--- config.mk ---
export PLATFORM = sky130hd
export DESIGN_NAME = int_timer_ctrl
export DESIGN_NICKNAME = d
export VERILOG_FILES = /design/src/rtl/int_timer_ctrl.sv
export SDC_FILE = /design/constraint.sdc
export NUM_CORES = 1
export LEC_CHECK = 0
export ABC_CLOCK_PERIOD_IN_PS = 5500
export BUFFER_PORTS_ARGS = -buffer_cell sky130_fd_sc_hd__buf_4
export CORE_UTILIZATION = 25
export DETAILED_ROUTE_END_ITERATION = 7
export PLACE_DENSITY = 0.46
export RECOVER_POWER = 25
export SLEW_MARGIN = 20
export SYNTH_ARGS = -nofsm -noshare
export SYNTH_HDL_FRONTEND = slang
export SYNTH_SLANG_ARGS = --single-unit
--- constraint.sdc ---
create_clock -name clk -period 5.5 [get_ports clk]
set_input_delay 1.1 -clock clk [delete_from_list [all_inputs] [get_ports clk]]
set_output_delay 1.1 -clock clk [all_outputs]
set_load 0.02 [all_outputs]
--- src/rtl/int_timer_ctrl.sv ---
// Interrupt entry/return controller with a reloadable down-counting timer and an
// edge-detected external request; drives the save/restore pulses for the PC register.
module int_timer_ctrl #(
  parameter int unsigned           PERIOD_W   = 32,
  parameter logic [PERIOD_W-1:0]   PERIOD_RST = 32'd1000
) (
  input  logic                clk,
  input  logic                reset,
  input  logic                timer_load,
  input  logic [PERIOD_W-1:0] timer_period,
  input  logic                int_en,
  input  logic                ext_irq,
  input  logic                eret,
  input  logic                pipe_stall,
  output logic                INT_detected,
  output logic                INT_restore,
  output logic                in_isr,
  output logic [1:0]          int_cause,
  output logic [PERIOD_W-1:0] timer_count
);

  typedef enum logic [1:0] {
    IDLE   = 2'd0,
    ENTER  = 2'd1,
    ISR    = 2'd2,
    RETURN = 2'd3
  } state_t;

  state_t              state, state_next;
  logic [PERIOD_W-1:0] period;
  logic                timer_pending;
  logic                ext_pending;
  logic                ext_prev;
  logic                timer_expire;
  logic                ext_rise;
  logic                entering;

  // A load in the same cycle as expiry replaces the reload and suppresses the event.
  assign timer_expire = !timer_load && (period != '0) && (timer_count == PERIOD_W'(1));
  assign ext_rise     = ext_irq && !ext_prev;
  assign entering     = (state == ENTER);

  always_ff @(posedge clk or posedge reset) begin
    if (reset) begin
      period      <= PERIOD_RST;
      timer_count <= PERIOD_RST;
    end else if (timer_load) begin
      period      <= timer_period;
      timer_count <= timer_period;
    end else if (period != '0) begin
      timer_count <= (timer_count == PERIOD_W'(1)) ? period : timer_count - PERIOD_W'(1);
    end
  end

  // Set wins over the clear at entry so an event arriving that cycle survives.
  always_ff @(posedge clk or posedge reset) begin
    if (reset) begin
      timer_pending <= 1'b0;
      ext_pending   <= 1'b0;
      ext_prev      <= 1'b0;
      int_cause     <= 2'b00;
    end else begin
      ext_prev      <= ext_irq;
      timer_pending <= timer_expire | (timer_pending & ~entering);
      ext_pending   <= ext_rise | (ext_pending & ~entering);
      if (entering) begin
        int_cause <= {ext_pending, timer_pending};
      end
    end
  end

  always_ff @(posedge clk or posedge reset) begin
    if (reset) begin
      state <= IDLE;
    end else begin
      state <= state_next;
    end
  end

  always_comb begin
    state_next = state;
    case (state)
      IDLE: begin
        if (int_en && (timer_pending || ext_pending) && !pipe_stall) begin
          state_next = ENTER;
        end
      end
      ENTER:  state_next = ISR;
      ISR: begin
        if (eret) begin
          state_next = RETURN;
        end
      end
      RETURN: state_next = IDLE;
      default: state_next = IDLE;
    endcase
  end

  assign INT_detected = (state == ENTER);
  assign INT_restore  = (state == RETURN);
  assign in_isr       = (state == ISR) || (state == RETURN);

endmodule

# Yosys cells after proc, flatten, opt, wreduce, memory -nomap -nowiden
# Cells that the tools add are included.
# Widths: inputs -> output; s select.
totals:
  regBits: 71
  input_bits: 39
  output_inout_bits: 37
  word_cells: 39
op_classes:
  n_addsub: 1
  n_eq_ne: 6
  n_mux: 6
  n_bitwise: 5
  n_reduce_logical: 14
op_table:
  columns: ["operator", "count"]
  rows:
  - ["$mux 32", 3]
  - ["$eq 32x1->1 const B", 1]
  - ["$reduce_bool 32->1", 1]
  - ["$sub 32x1->32 const B", 1]
  - ["$pmux 2 s4", 1]
  - ["$logic_and 1x1->1", 5]
  - ["$eq 2x2->1 const B", 2]
  - ["$mux 2", 2]
  - ["$ne 2x2->1 const B", 2]
  - ["$logic_not 1->1", 3]
  - ["$and 1x1->1", 2]
  - ["$eq 2x1->1 const B", 1]
  - ["$logic_not 2->1", 1]
  - ["$logic_or 1x1->1", 2]
  - ["$or 1x1->1", 2]
  - ["$reduce_and 2->1", 1]
  - ["$reduce_bool 2->1", 1]
  - ["$not 1->1", 1]

# Logic depth before layout (Yosys ltp)
logic_depth:
  word_depth: 5
  mapped_depth: 9
  depth_no_buf: 8

# Worst setup path before layout
# OpenSTA, ideal clock, no wires.
synth_path:
  path_type: "register to register"
  from: "register timer_count[1]"
  to: "register timer_count[0]"
  setup_ps: 135
  arrival_time_ps: 2320
  t_required_ps: 5365
  path_slack_ps: 3045
  path_stages_with_launch: 10
  n_path_buf: 1
  period_less_slack_ps: 2455
  cell_sequence: "dfrtp_1 -> inv_1 -> ha_1 -> or4b_2 -> nor4_1 -> and3_1 -> buf_6 -> nor2_1 -> a211oi_1 -> o31ai_1"
synth_between:
  elab_chain_len: 4
synth_rtl:
  columns: ["item", "line", "rtl"]
  rows:
  - ["from (decl)", "19", "output logic [PERIOD_W-1:0] timer_count"]
  - ["from (signal assigned)", "49", "timer_count <= timer_period;"]
  - ["from (signal assigned)", "51", "timer_count <= (timer_count == PERIOD_W'(1)) ? period : timer_count - PERIOD_W'(1);"]
  - ["$eq 32x1->1", "51", null]
  - ["$mux 32", "51", null]
  - ["$mux 32", "50", "end else if (period != '0) begin"]
  - ["$mux 32", "47", "end else if (timer_load) begin"]
# Every way passes these cells. The select of a mux whose other input is x is not followed.
# A chain may end at the register's enable or synchronous reset.

# Final worst setup path
layout_path:
  from: "input port timer_load"
  to: "register timer_count[30]"
layout_between:
  elab_chain_len: 1
  elab_cells_between_ends: 2
  classes_between: "mux (1); reduce/logical (1)"
layout_rtl:
  columns: ["item", "line", "rtl"]
  rows:
  - ["from (decl)", "9", "input logic timer_load,"]
  - ["$mux 32 or $reduce_bool 2->1 (tied branches)", null, null]
# Parallel ways exist; a longest one is shown, timed or not.

==> out/qor.yml <==
yosysTopAreaCellShare: 0.364
grt_max_degree: 57
io_buffers: 75
clkLatencyLatePin_ns: 0.35
ys_seq_area_frac: 0.441
clock-root-buffer: "clkbuf_16"
via_per_inst: 5.02
cts.sinks: 71
syn-cell-area_um2: 4060
routed_wl_um: 12400
p_sw_frac: 0.296
ant_nets: 0
fmax_ghz: 0.256
drt-pass1-iter-count: 4
area_delta_synth_final_pct: 26.7
synth_commonest_cells: "59 x dfrtp_1, 35 x o21ai_0, 33 x nor2_1"
die_y_um: 129
ir_drop_uv: 146
clkPwrFrac: 0.390
core_area_um2: 15900
gp_congestion: 0.808
cp_top_family: "buffers and inverters"
p_per_area_nw_per_um2: 325
placementRows: 46
syn_nets: 479
finClkSkew_ns: 0.0128
tightest_slew_ns: 2.44
min_period_over_period: 0.711
synth_edf_count: 0
cts_resized: 0
yosysMostFrequentCell: "dfrtp_1"
p_comb_frac: 0.210
violations: "max-capacitance violations, max-slew violations"
endpoint_kind: "flip-flop"
start_kind: "input port"
post_cts_buffers: 0
grt_pass1_vias: 3560
outcome: "finished, violations left"
die_w_um: 129
clkTransAtPathRegs_ns: 0.06
drcViolationCount: 0
finalNetCount: 542
period_needed_ns: 3.91
cts_max_path_buffers: 2
rsz0062_at_grt: "no"
dp_hpwl_um: 8810
antenna_found_initial: 0
slowest_delay_ns: 1.70
grtUsageTotal: 0.156
post_drt_wl_per_cell_um: 17.3
setup_tns_ns: 0
ys_ff_latch: 71
diodes: 0
path_class: "in2reg"
dieArea_um2: 16700
synth.avg_cell_area_um2: 9.37
cts_tree: "built"
overflow: 0
ys_warn_count: 0
ioPinCount: 76
drive_gt1_frac: 0.293
ys_async_sr_fraction: 1.00
holdBufCountCts: 0
initialDrtViolationCount: 224
hold_viol: 0
nFillCells: 1687
cp_data_required_time_ns: 5.70
p_sw_uw: 495
arrival_ns: 4.11
grt_pass1_wl_um: 19600
power_uw: 1670
relSlewSlack: -0.629
maxSlewViolCount: 57
crit_chain: "clkbuf_1 -> nor2_1 -> a22oi_1 -> o21ai_0"
p_leak_uw: 0.00214
cts_max_level: 3
cts_buffers: 9
syn_inst: 433
synth_cell_type_count: 58
p_int_uw: 1180
setup_violations: 0
initial_utilization: 0.256
cap_violations: 1
p_seq_frac: 0.400
ys_top_cells_by_area: "dfrtp_1 36%, dfstp_2 7.8%, mux2_2 6.7%"
dr_total_vias: 3602
cp_slowest_cell: "clkbuf_1"
critPathMaxFanout: 56
hold_class: "reg2reg"
cp_num_buf_inv: 1
synthFlopType: "dfrtp_1"
yosys.area.top_type: "dfrtp_1"
## stage by stage
stage,util,setup WS [ns],instance area (um^2),hold slack (ns),cells
2_1_floorplan,-,2.62,4060,0.410,433
3_3_place_gp,0.303,2.57,4810,0.428,701
3_5_place_dp,0.303,2.48,4810,0.451,701
4_1_cts,0.323,2.46,5140,0.461,717
5_1_grt,0.324,1.19,5140,0.462,717
6_report,0.324,1.59,5140,0.448,717
## final cells by class
cell class / count / area, um^2 / area share
Clock buffer: 11 / 253 / 0.0491
Clock inverter: 5 / 80.1 / 0.0156
Inverter: 25 / 93.8 / 0.0182
Multi-Input combinational cell: 310 / 2070 / 0.402
Sequential cell: 71 / 1790 / 0.348
Tap cell: 216 / 270 / 0.0525
Timing Repair Buffer: 79 / 589 / 0.115
## logic make-up (layout without fill, tap and decap cells)
family,count (synthesis),after routing,synth area share
AND/OR/NAND/NOR,145,145,0.198
buffers and inverters,52,120,0.0533
flip-flops,71,71,0.441
XOR/XNOR,11,11,0.0237
adder cells (fa/ha/maj),7,7,0.0216
multiplexers,24,24,0.0666
AO/OA/AOI/OAI,123,123,0.196
## routing by layer
layer	track usage	vias up	routed length (um)
met2	0.248	106	5760
met5	0	-	0
met3	0.0400	13	755
met1	0.206	1775	5700
met4	0.0520	0	159
li1	-	1708	-
## state kept, by name, indices dropped and copies added, names as in the netlist
signal / cells
period: 32
timer_count: 32
int_cause: 2
state: 2
ext_pending: 1
ext_prev: 1
timer_pending: 1
## worst reg2reg max path, cell delays in order (launching register included)
cell and delay, ns:
dfrtp_1 0.44, or4_1 0.68, nor4_4 0.51, nand3_2 0.62, nor2_1 0.28, a211oi_1 0.08, o32a_1 0.40
## final timing paths
path                            slack, ns  cells past startpoint               to       startpoint
worst max-delay path                 1.59                      4  timer_count[30]       timer_load
worst min-delay path                 0.45                      1      ext_pending         ext_prev
worst max register to register       2.36                      6  timer_count[29]  timer_count[15]
worst min register to register       0.45                      1      ext_pending         ext_prev
max in group asynchronous            3.19                      3  timer_count[18]            reset
min in group asynchronous            1.12                      2  timer_count[10]            reset
## layout by cell type, fill, tap and decap left out, drive strengths merged, types with 5 or more instances in the layout
master / instances
buf: 75
dfrtp: 59
o21ai: 36
nor2: 33
a21oi: 31
inv: 25
nand2: 25
mux2: 24
nor4: 20
nor3: 18
clkbuf: 15
dfstp: 12
a22oi: 9
nor2b: 8
or4: 8
xor2: 7
ha: 7
a211oi: 6
o31ai: 6
a31oi: 6
nand3: 6
nand2b: 5
a21o: 5
## power by group through the flow
stage          registers, uW  logic [uW]  clock network (uW)
2_1_floorplan            683         198                   0
3_3_place_gp             676         348                   0
3_5_place_dp             676         356                   0
4_1_cts                  669         356                 662
5_1_grt                  680         389                 687
6_report                 670         352                 652
(Power assumes the default switching activity.)
